$ cat config.mk
export PLATFORM = sky130hd
export DESIGN_NAME = seq_divider
export DESIGN_NICKNAME = d
export VERILOG_FILES = /design/src/rtl/seq_divider.sv
export SDC_FILE = /design/constraint.sdc
export NUM_CORES = 1
export LEC_CHECK = 0
export BUFFER_PORTS_ARGS = -buffer_cell sky130_fd_sc_hd__buf_4
export CAP_MARGIN = 15
export CORE_MARGIN = 10
export CORE_UTILIZATION = 45
export CTS_CLUSTER_SIZE = 16
export DETAILED_ROUTE_END_ITERATION = 10
export PLACE_DENSITY_LB_ADDON = 0.15
export SETUP_SLACK_MARGIN = 0.2
export SYNTH_ARGS = -nofsm -noshare
export SYNTH_HDL_FRONTEND = slang
export SYNTH_SLANG_ARGS = --single-unit
$ cat constraint.sdc
create_clock -name clk -period 5.45 [get_ports clk]
set_input_delay 0.8175 -clock clk [delete_from_list [all_inputs] [get_ports clk]]
set_output_delay 0.8175 -clock clk [all_outputs]
set_load 0.03 [all_outputs]
$ cat src/rtl/seq_divider.sv
// seq_divider: multi-cycle unsigned restoring divider.
// One shift-and-trial-subtract step per clock, start/done handshake.
module seq_divider #(
  parameter int n = 4
) (
  input  logic         clk,
  input  logic         rst,
  input  logic         start,
  input  logic [n-1:0] dividend,
  input  logic [n-1:0] divisor,
  output logic         busy,
  output logic         done,
  output logic [n-1:0] quotient,
  output logic [n-1:0] remainder,
  output logic         div_by_zero
);

  localparam int CW = $clog2(n + 1);

  typedef enum logic [1:0] {
    S_IDLE,
    S_RUN,
    S_DONE
  } state_t;

  state_t state, nxt;

  logic [n-1:0]  q_r;
  logic [n-1:0]  d_r;
  logic [n-1:0]  r_r;
  logic [CW-1:0] cnt;

  logic [n:0]    r_sh;
  logic [n:0]    t;
  logic          borrow;
  logic [n-1:0]  q_nx;
  logic [n-1:0]  r_nx;
  logic          last;

  // r_r only ever holds values below the divisor, so its shifted
  // copy fits in n+1 bits and the trial difference's MSB is the borrow
  always_comb begin
    r_sh   = {r_r, q_r[n-1]};
    t      = r_sh + ~{1'b0, d_r} + {{n{1'b0}}, 1'b1};
    borrow = t[n];
    q_nx   = {q_r[n-2:0], ~borrow};
    r_nx   = borrow ? r_sh[n-1:0] : t[n-1:0];
    last   = (cnt == CW'(1));
  end

  always_ff @(posedge clk or posedge rst) begin
    if (rst) state <= S_IDLE;
    else     state <= nxt;
  end

  always_comb begin
    nxt = state;
    unique case (state)
      S_IDLE: begin
        if (start)
          nxt = (divisor == '0) ? S_DONE : S_RUN;
      end
      S_RUN: begin
        if (last) nxt = S_DONE;
      end
      S_DONE:  nxt = S_IDLE;
      default: nxt = S_IDLE;
    endcase
  end

  always_comb begin
    busy = (state != S_IDLE);
    done = (state == S_DONE);
  end

  always_ff @(posedge clk or posedge rst) begin
    if (rst) begin
      q_r         <= '0;
      d_r         <= '0;
      r_r         <= '0;
      cnt         <= '0;
      quotient    <= '0;
      remainder   <= '0;
      div_by_zero <= 1'b0;
    end else begin
      unique case (state)
        S_IDLE: begin
          if (start) begin
            if (divisor == '0) begin
              quotient    <= '1;
              remainder   <= dividend;
              div_by_zero <= 1'b1;
            end else begin
              q_r <= dividend;
              r_r <= '0;
              d_r <= divisor;
              cnt <= CW'(n);
            end
          end
        end
        S_RUN: begin
          q_r <= q_nx;
          r_r <= r_nx;
          cnt <= cnt - CW'(1);
          if (last) begin
            quotient    <= q_nx;
            remainder   <= r_nx;
            div_by_zero <= 1'b0;
          end
        end
        default: ;
      endcase
    end
  end

endmodule

==> results.md, run 1 <==
- Tightest Hold Check Type: reg -> reg
- HPWL reported at the end of detailed placement: 2270 um
- Clock skew after layout: 0.00490 ns
- Setup Crit Path Kind: reg -> reg
- Async set-reset flop share out of synthesis: 100%
- Min-Delay Startpoint: quotient[2]
- Global-route wire length before repair: about 4900 um
- Number of buffers inserted by port buffering: 21
- Diode count: 0
- Root Buffer Master: sky130_fd_sc_hd__clkbuf_4
- Share of post-route cells with drive strength above 1: 20.6%
- Starting DRC count in detailed routing: 54
- Transition time of the tightest slew-check pin: 0.974 ns
- Number of antenna violations at the first check in global routing: 0
- Area of combinational cells with multiple inputs: 651 sq um
- I/O pin count: 22
- Run status: finished, final reports clean
- DRC Markers: 0
- Final ANT Viol Nets: 0
- Comb pwr share: 59.6%
- Post-cts sizing count: 0
- Arrival time worst endpoint: 2.56 ns
- Total global routing overflow: 0
- Wire length per cell: about 15 um
- Cts hold-fix bufs: 0
- Post-synth EDFFs: 0
- Worst relative slew slack: 35.0%
- Clk sinks: 26
- Req. time, crit path: 5.64 ns
- Total area of sequential cells: 651 sq um
- Area enclosed by the die boundary: about 5700 sq um
- Initial standard-cell utilization of the core: 46.4%
- Leakage: 0.756 nW
- Horizontal extent of the die: 75.6 um
- Core ar.: 3000 sq um
- Worst-case hold slack: roughly 0.51 ns
- Cells after Synth: about 150
- Ys flop type: sky130_fd_sc_hd__dfrtp_1
- Unrepaired setup endpoints after global routing: no
- Yosys cell types: 35
- Vertical extent of the die: roughly 76 um
- Yosys Warn Count: 0
- Cell area after synthesis: 1390 sq um
- Number of hold violations in the final report: 0
- Sequential share of power: 31.9%
- Startpoint kind of the worst setup timing path: flop
- Power density over the cells: 703 nW/um^2
- Max rail drop VDD: 278 uV
- Final setup TNS: 0 ns
- Power dissipated by switching net loads: between 0.0005 and 0.0006 W
- WHS Endpoint: quotient[2]
- Switching part of the total power: 46.2%
- Clock H-tree levels: 1
- # setup viols final: 0
- Overall routed net length: 2960 um
- Final core area utilization: 53.3%
- Mean post-synth cell area: 9.60 sq um
- Fillers: between 200 and 300
- Final instance area: 1600 sq um
- Worst-skew pair later-pin latency: 0.32 ns
- Pin count of the biggest net entering global routing: 27
- Final net count: between 150 and 200
- Post-placement cell area: 1550 sq um
- Detail-routed via count per cell: between 5 and 6
- Sequential fraction of the synthesis area: a little under half
- Number of synthesized register bits: 26
- Total Routing Usage GR: 11.2%
- Total nets after synthesis: 163
- Clock tree from TritonCTS: built
- Clock Tree Buf Depth: 2
- Number of cells on the worst reg-to-reg path: 8
- Total power: 0.00112 W
- Core Rows: 20
- Number of CTS-inserted buffers: 3
- P&R area growth vs syn: 14.9%
- Cell-internal power: 0.000605 W
- Highest Clock Rate: 422 MHz
- Via count of the routed design: 1054
- Peak fanout along the critical path: 10
- RD Place Congestion: between 0.7 and 0.8
- Max-slew violation total from the final report: 0
- Post-CTS setup buffers: 0
- Number of cells on the worst hold path: 1
- Tcrit/Tclk final: 43.4%
- Reg2Reg Setup Slack: 3.08 ns
- Vias in the first global route: 1032
- Crit path time final: 2.37 ns
- Clock transition time at the flip-flop clock pins of the worst setup and hold paths: 0.14 ns
- Clock Power Share: around 8.5%
- Max-cap violation count: 0
- Destination of the worst register-to-register timing path: remainder[0]
- Kind of end point of the critical path: flop
- Critical R2R Launch: q_r[3]
- Number of iterations in the first detailed-routing pass: 4
==> worst max-delay path, stage by stage, from the launching register on <==
cell,delay [ns]
sky130_fd_sc_hd__dfrtp_1,0.39
sky130_fd_sc_hd__inv_1,0.07
sky130_fd_sc_hd__ha_1,0.23
sky130_fd_sc_hd__fa_1,0.40
sky130_fd_sc_hd__nand2b_1,0.18
sky130_fd_sc_hd__o2bb2ai_2,0.22
sky130_fd_sc_hd__and4b_1,0.23
sky130_fd_sc_hd__a311oi_1,0.40
sky130_fd_sc_hd__a31oi_1,0.13
==> synth_stat cells, types with 2 or more instances <==
library cell	number	area share (%)
sky130_fd_sc_hd__mux2_2	4	3.2
sky130_fd_sc_hd__nor2b_1	4	1.8
sky130_fd_sc_hd__o22ai_1	2	0.90
sky130_fd_sc_hd__o21ai_0	6	2.2
sky130_fd_sc_hd__xor2_1	2	1.3
sky130_fd_sc_hd__xnor2_1	2	1.3
sky130_fd_sc_hd__nand2_1	15	4.0
sky130_fd_sc_hd__nand3_1	7	2.5
sky130_fd_sc_hd__a21oi_1	4	1.4
sky130_fd_sc_hd__a31oi_1	7	3.1
sky130_fd_sc_hd__inv_1	13	3.5
sky130_fd_sc_hd__buf_2	4	1.4
sky130_fd_sc_hd__a311oi_1	2	1.3
sky130_fd_sc_hd__mux2i_1	2	1.4
sky130_fd_sc_hd__dfrtp_1	26	47
sky130_fd_sc_hd__ha_1	6	5.4
sky130_fd_sc_hd__nor2_1	14	3.8
sky130_fd_sc_hd__nand2b_1	4	1.8
sky130_fd_sc_hd__or3_1	2	0.90
sky130_fd_sc_hd__o22a_1	4	2.5
==> worst max-delay path by stage <==
stage	start	to	slack [ns]	cells after the start
6_report	q_r[3]	remainder[0]	3.08	8
5_1_grt	q_r[3]	remainder[0]	2.95	8
4_1_cts	q_r[3]	remainder[0]	3.08	8
3_5_place_dp	divisor[1]	cnt[2]	3.04	6
3_3_place_gp	divisor[1]	cnt[2]	3.06	6
2_1_floorplan	q_r[3]	remainder[0]	3.39	8
==> per-layer routing <==
layer  global-route usage [%]  wire (um)
met5                        0          0
met4                     3.71         19
met3                     3.26        117
met2                     18.5       1520
met1                     13.7       1300
==> sequential cells by signal, indices dropped and copies added, names as in the netlist <==
signal       cells
div_by_zero      1
quotient         4
d_r              4
cnt              3
r_r              4
remainder        4
state            2
q_r              4
==> logic make-up (layout without fill, tap and decap cells) <==
family,after synthesis,count (layout),synth area share (%)
xor+xnor,4,4,2.52
buf+inv,20,40,6.56
flops,26,26,46.7
fa+ha+maj,7,7,6.83
compound gates,31,31,15.3
mux,6,6,4.67
simple gates,51,51,17.4
==> placed cells by master, fill, tap and decap left out, drive strengths merged, types with 6 or more instances in the layout <==
master,count
buf,23
nand3,7
dfrtp,26
o21ai,7
a31oi,7
ha,6
inv,13
nor2,14
nand2,16
==> power by group through the flow <==
stage               clock [W]  combinational (W)  sequential (W)
global placement            0           0.000644        0.000363
detailed placement          0           0.000667        0.000364
finish              0.0000958           0.000670        0.000358
global route         0.000109           0.000750        0.000371
CTS                  0.000101           0.000671        0.000359
floorplan                   0           0.000453        0.000407
==> layout make-up <==
cell class	instances	area share [%]
repair buffers	23	10.8
multi-input cells	99	40.7
flip-flops and latches	26	40.7
clock buffers	4	2.27
inverters	13	3.05
well taps	33	2.58
==> metrics by stage <==
step	instances	setup WS [ns]
floorplan	145	3.39
global placement	192	3.06
detailed placement	192	3.04
CTS	196	3.08
global route	198	2.95
finish	198	3.08
No activity file was read; power rests on OpenSTA's default activity.
==> run 2, diff against run 1 <==
- clock period: 5.45 -> 2.3 ns (I/O delays scaled with it)
==> run 2 against run 1 <==
Effect of this change:
- global-route usage grew 0.51 points
- count of clock-buffer cells in the layout shrank 1
- non-clock buffer count grew 5
- highest routed layer unchanged
==> results.md, run 2 (synthesis gave the netlist of run 1 again) <==
- Final instance area: 1700 sq um (+6.3%)
- Via count of the routed design: 1096 (+4.0%)
- Final setup TNS: 0 ns (unchanged)
- Setup Crit Path Kind: reg -> reg
- Commonest non-fill, non-tap cell in the layout: sky130_fd_sc_hd__buf_4
- Share of post-route cells with drive strength above 1: 26.5% (+5.9 points)
- Core ar.: 3000 sq um (unchanged)
- Kind of end point of the critical path: flop
- Power density over the cells: 1760 nW/um^2 (+150%)
- Post-placement cell area: 1570 sq um (+1.5%)
- Number of buffers inserted by port buffering: 21 (unchanged)
- Diode count: 0 (unchanged)
- Clock tree from TritonCTS: built
- Worst-case hold slack: 0.0558 ns (-0.455 ns)
- Overall routed net length: 3210 um (+8.6%)
- Worst-skew pair later-pin latency: 0.32 ns (about the same)
- Tightest Hold Check Type: in -> async
- Detail-routed via count per cell: 5.40 (+1.4%)
- Highest Clock Rate: 495 MHz (+17%)
- Startpoint kind of the worst setup timing path: flop
- I/O pin count: 22 (unchanged)
- Initial standard-cell utilization of the core: 46.4% (unchanged)
- Setup slack after placement: 0.0195 ns (-3.02 ns)
- Max rail drop VDD: 774 uV (+180%)
- Crit path time final: 2.02 ns (-0.347 ns)
- # setup viols final: 0 (unchanged)
- Final net count: 189 (+2.7%)
- P&R area growth vs syn: 22.2%
- Fillers: 292 (+3.5%)
- Clk sinks: 26 (unchanged)
- Total Routing Usage GR: 11.7% (+0.51 points)
- Unrepaired setup endpoints after global routing: yes
- Total area of sequential cells: 651 sq um (unchanged)
- HPWL reported at the end of detailed placement: 2320 um (+2.3%)
- Area enclosed by the die boundary: 5720 sq um (unchanged)
- Starting DRC count in detailed routing: 50 (-7.4%)
- Root Buffer Master: sky130_fd_sc_hd__clkbuf_4
- Number of iterations in the first detailed-routing pass: 4 (unchanged)
- Number of hold violations in the final report: 0 (unchanged)
- Core Rows: 20 (unchanged)
- Peak fanout along the critical path: 8 (-2)
- Total power: 0.00300 W (+170%)
- Clock transition time at the flip-flop clock pins of the worst setup and hold paths: 0.15 ns (about the same)
- Commonest non-fill, non-tap cells in the layout: sky130_fd_sc_hd__buf_4, sky130_fd_sc_hd__dfrtp_1, sky130_fd_sc_hd__nand2_1, sky130_fd_sc_hd__nor2_1, sky130_fd_sc_hd__inv_1
- Clock skew after layout: 0.00969 ns (+0.00480 ns)
- Tcrit/Tclk final: 87.8% (+44 points)
- Worst relative slew slack: 68.2% (+33 points)
- Pin count of the biggest net entering global routing: 27 (unchanged)
- Number of antenna violations at the first check in global routing: 0 (unchanged)
- Leakage: 0.795 nW (+5.1%)
- DRC Markers: 0 (unchanged)
- Global-route wire length before repair: 5220 um (+5.9%)
- Area of combinational cells with multiple inputs: 698 sq um (+7.3%)
- Vertical extent of the die: 75.6 um (unchanged)
- Transition time of the tightest slew-check pin: 0.476 ns (-0.499 ns)
- Req. time, crit path: 2.56 ns (-3.08 ns)
- Horizontal extent of the die: 75.6 um (unchanged)
- Max-cap violation count: 0 (unchanged)
- Clock H-tree levels: 1 (unchanged)
- Max-slew violation total from the final report: 0 (unchanged)
- Arrival time worst endpoint: 2.28 ns (-0.28 ns)
- Run status: finished, final reports clean
- Cts hold-fix bufs: 0 (unchanged)
- RD Place Congestion: 0.732 (-3.6%)
- Final ANT Viol Nets: 0 (unchanged)
- Vias in the first global route: 1102 (+6.8%)
- Final critical-path setup slack: 0.280 ns (-2.80 ns)
- Clock Tree Buf Depth: 2 (unchanged)
- Wire length per cell: 15.8 um (+5.9%)
- Number of CTS-inserted buffers: 3 (unchanged)
- Total global routing overflow: 0 (unchanged)
==> run 2: worst paths after layout <==
path,from,end,slack [ns],depth (start not counted)
min in group clk,divisor[0],d_r[0],0.27,2
worst max-delay path,d_r[0],q_r[0],0.28,7
worst min register to register,div_by_zero,div_by_zero,0.51,1
max in group asynchronous,rst,d_r[0],1.99,3
worst min-delay path,rst,q_r[0],0.06,3
worst max register to register,d_r[0],q_r[0],0.28,7
==> run 2: what timing repair did <==
| action | CTS | global route |
|---|---|---|
| pin swaps | 0 | 6 |
| setup endpoints to repair | 8 | 6 |
| resized for setup | 4 | 4 |
| gates cloned | 0 | 0 |
| buffers inserted | 4 | 0 |
==> run 2: metal layers <==
layer | track usage [%] | vias to the layer above | wire, um
li1 | - | 549 | -
met1 | 14.7 | 528 | 1470
met2 | 20.2 | 17 | 1610
met3 | 2.08 | 2 | 114
met4 | 3.09 | 0 | 13
met5 | 0 | - | 0
==> run 2: metrics by stage <==
stage | instances | util, %
after detailed placement | 195 | 52.3
after CTS | 203 | 56.0
after global placement | 195 | 52.3
final | 203 | 56.7
after floorplan | 145 | -
after global routing | 203 | 56.7
==> run 2: worst max-delay path: stages, from the launching register on <==
cell                        delay, ns
sky130_fd_sc_hd__dfrtp_1         0.44
sky130_fd_sc_hd__ha_4            0.18
sky130_fd_sc_hd__fa_2            0.37
sky130_fd_sc_hd__nand2b_4        0.16
sky130_fd_sc_hd__o2bb2ai_4       0.19
sky130_fd_sc_hd__xnor2_1         0.36
sky130_fd_sc_hd__nand2_1         0.10
sky130_fd_sc_hd__a31oi_1         0.17
==> run 2: where the power goes <==
group	internal, W	total, W	leakage, nW	switching (W)
Sequential	0.000684	0.000863	0.305	0.000179
Clock	0.000176	0.000317	0.0279	0.000141
Combinational	0.000802	0.00182	0.462	0.00102
Total	0.00166	0.00300	0.795	0.00134
==> run 2: layout make-up <==
class                   count  share of cell area [%]
clock buffers               3                    1.32
clock inverters             1                    1.76
inverters                  13                    2.87
multi-input cells          99                    41.0
flip-flops and latches     26                    38.2
well taps                  33                    2.43
repair buffers             28                    12.4
==> run 3, diff against run 2 <==
- CELL_PAD_IN_SITES_DETAIL_PLACEMENT: default -> 2
- CELL_PAD_IN_SITES_GLOBAL_PLACEMENT: default -> 2
- CORE_ASPECT_RATIO: default -> 0.5
- CORE_UTILIZATION: 45 -> 34
==> run 3 against run 2 <==
Effect of this change:
- critical path depth increased by 1
- sequential share of layout area decreased by 1.9 points
- global-route usage decreased by 0.32 points
- routed wire length grew 28%
- final cell count grew 11%
- clock power is 25% higher
- die area is 26% higher
- setup slack lost 0.030 ns
- cell area rose by 5.4%
- utilization down 11 points
- largest cell class unchanged
- highest routed layer unchanged
==> results.md, run 3 (synthesis gave the netlist of run 1 again) <==
- Reg2Reg Setup Slack: 0.25 ns (-0.03 ns)
- Post-Layout Cell Count: 226 (+11%)
- Power dissipated by switching net loads: 0.00150 W (+12%)
- Root Buffer Master: sky130_fd_sc_hd__clkbuf_8
- Starting DRC count in detailed routing: 33 (-34%)
- Overall routed net length: 4110 um (+28%)
- Commonest non-fill, non-tap cells in the layout: sky130_fd_sc_hd__buf_4, sky130_fd_sc_hd__dfrtp_1, sky130_fd_sc_hd__nand2_1, sky130_fd_sc_hd__nor2_1, sky130_fd_sc_hd__inv_1
- Total Routing Usage GR: 11.4% (-0.32 points)
- P&R area growth vs syn: 28.8%
- RD Place Congestion: 0.771 (+5.3%)
- Kind of end point of the critical path: flop
- Critical R2R Launch: q_r[3]
- Vias in the first global route: 1290 (+17%)
- Final net count: 191 (+1.1%)
- Horizontal extent of the die: 111 um (+46%)
- Unrepaired setup endpoints after global routing: yes
- Wire length per cell: 18.2 um (+15%)
- Slowest cell on the critical path: sky130_fd_sc_hd__dfrtp_1
- Max-slew violation total from the final report: 0 (unchanged)
- Power density over the cells: 1850 nW/um^2 (+5.0%)
- Comb pwr share: 61.8% (+1.1 points)
- Clock skew after layout: 0.00268 ns (-0.00701 ns)
- Final setup TNS: 0 ns (unchanged)
- Req. time, crit path: 2.44 ns (-0.12 ns)
- Run status: finished, final reports clean
- Clock tree from TritonCTS: built
- Destination of the worst register-to-register timing path: remainder[0]
- Number of hold violations in the final report: 0 (unchanged)
- Number of cells on the worst reg-to-reg path: 8 (+1)
- Worst-skew pair later-pin latency: 0.28 ns (-0.04 ns)
- Highest Clock Rate: 488 MHz (-1.5%)
- Share of post-route cells with drive strength above 1: 29.1% (+2.6 points)
- Number of buffers inserted by port buffering: 21 (unchanged)
- Cts hold-fix bufs: 0 (unchanged)
- Cell-internal power: 0.00181 W (+9.1%)
- Clock Power Share: 12.0% (+1.4 points)
- Core ar.: 3920 sq um (+31%)
- Max rail drop VDD: 627 uV (-19%)
- Commonest non-fill, non-tap cell in the layout: sky130_fd_sc_hd__buf_4
- Total power: 0.00332 W (+11%)
- Clock transition time at the flip-flop clock pins of the worst setup and hold paths: 0.10 ns (-0.05 ns)
- Global-route wire length before repair: 6760 um (+30%)
- Number of placed instances, taps included: 218 (+12%)
- Area enclosed by the die boundary: 7210 sq um (+26%)
- Number of iterations in the first detailed-routing pass: 4 (unchanged)
- Startpoint kind of the worst setup timing path: flop
- Switching part of the total power: 45.3% (+0.76 points)
- Number of CTS-inserted buffers: 3 (unchanged)
- Core Rows: 16 (-20%)
- Transition time of the tightest slew-check pin: 0.728 ns (+0.252 ns)
- Peak fanout along the critical path: 7 (-1)
- Number of antenna violations at the first check in global routing: 0 (unchanged)
- Clk sinks: 26 (unchanged)
- Arrival time worst endpoint: 2.19 ns (-0.09 ns)
- Via count of the routed design: 1174 (+7.1%)
- I/O pin count: 22 (unchanged)
- Diode count: 0 (unchanged)
- DRC Markers: 0 (unchanged)
- Crit path time final: 2.05 ns (+0.0299 ns)
- Tcrit/Tclk final: 89.1% (+1.3 points)
- Max-cap violation count: 0 (unchanged)
- Detail-routed via count per cell: 5.19 (-3.8%)
- Setup Crit Path Kind: reg -> reg
- Vertical extent of the die: 65.3 um (-14%)
- Pin count of the biggest net entering global routing: 27 (unchanged)
- Clock Tree Buf Depth: 2 (unchanged)
- Final ANT Viol Nets: 0 (unchanged)
- Initial standard-cell utilization of the core: 35.5% (-11 points)
- HPWL reported at the end of detailed placement: 2930 um (+26%)
- Ordered list of cells on the worst path: inv_2, ha_4, fa_2, nand2b_4, o2bb2ai_4, and4b_1, a311oi_2, a31oi_1
- Worst relative slew slack: 51.5% (-17 points)
- Tightest Hold Check Type: in -> async
- Total global routing overflow: 0 (unchanged)
- Setup slack after placement: 0.0364 ns (+0.0169 ns)
- Leakage: 0.825 nW (+3.8%)
- Final critical-path setup slack: 0.250 ns (-0.0299 ns)
- # setup viols final: 0 (unchanged)
- Delay contributed by the slowest stage of the critical path: 0.38 ns (-0.06 ns)
- Clock H-tree levels: 1 (unchanged)
- Sequential share of power: 26.2% (-2.6 points)
==> run 3: final cells by class <==
type / count / area, sq um
clock inverters: 1 / 30.0
multi-input cells: 99 / 729
clock buffers: 3 / 41.3
flip-flops and latches: 26 / 651
well taps: 54 / 67.6
inverters: 13 / 48.8
fillers: 443 / 2130
repair buffers: 30 / 225
==> run 3: timing repair <==
| item | 4_1_cts | 5_1_grt |
|---|---|---|
| pin swaps | 2 | 3 |
| hold endpoints to repair | 0 | 0 |
| gates resized for setup | 7 | 7 |
| endpoints found under the setup margin | 10 | 7 |
| setup buffers | 2 | 2 |
==> run 3: worst max path at each step <==
stage	start	end	slack [ns]	cells past startpoint
finish	q_r[3]	remainder[0]	0.25	8
global placement	q_r[3]	remainder[0]	0.13	8
global route	q_r[3]	remainder[0]	0.16	8
floorplan	q_r[3]	remainder[0]	0.24	8
CTS	q_r[3]	remainder[0]	0.24	8
detailed placement	q_r[3]	remainder[0]	0.04	8
==> run 3: routing by layer <==
layer | vias to the layer above | track usage, % | wire [um]
met5 | - | 0 | 0
met4 | 0 | 2.42 | 31
met3 | 4 | 3.44 | 143
met2 | 15 | 18.3 | 1830
met1 | 604 | 14.9 | 2100
li1 | 551 | - | -
==> run 3: metrics by stage <==
stage / hold slack (ns) / cell area (sq um) / utilization (%)
floorplan: 0.385 / 1390 / -
global placement: 0.435 / 1610 / 41.1
finish: 0.114 / 1790 / 45.7
CTS: 0.121 / 1740 / 44.5
global route: 0.160 / 1790 / 45.7
detailed placement: 0.446 / 1610 / 41.1
==> run 3: power by group through the flow <==
stage / Clock, W / Sequential (W) / Combinational (W)
3_5_place_dp: 0 / 0.000879 / 0.00170
5_1_grt: 0.000428 / 0.000911 / 0.00227
2_1_floorplan: 0 / 0.000964 / 0.00107
6_report: 0.000397 / 0.000869 / 0.00205
3_3_place_gp: 0 / 0.000867 / 0.00165
4_1_cts: 0.000410 / 0.000868 / 0.00189
==> run 3: worst max-delay path, delay by kind of cell (launching register included) <==
| kind | cells | cell delay, ns |
|---|---|---|
| adder cells (fa/ha/maj) | 2 | 0.50 |
| AND/OR/NAND/NOR | 2 | 0.37 |
| flip-flops | 1 | 0.38 |
| buffers and inverters | 1 | 0.07 |
| AO/OA/AOI/OAI | 3 | 0.58 |
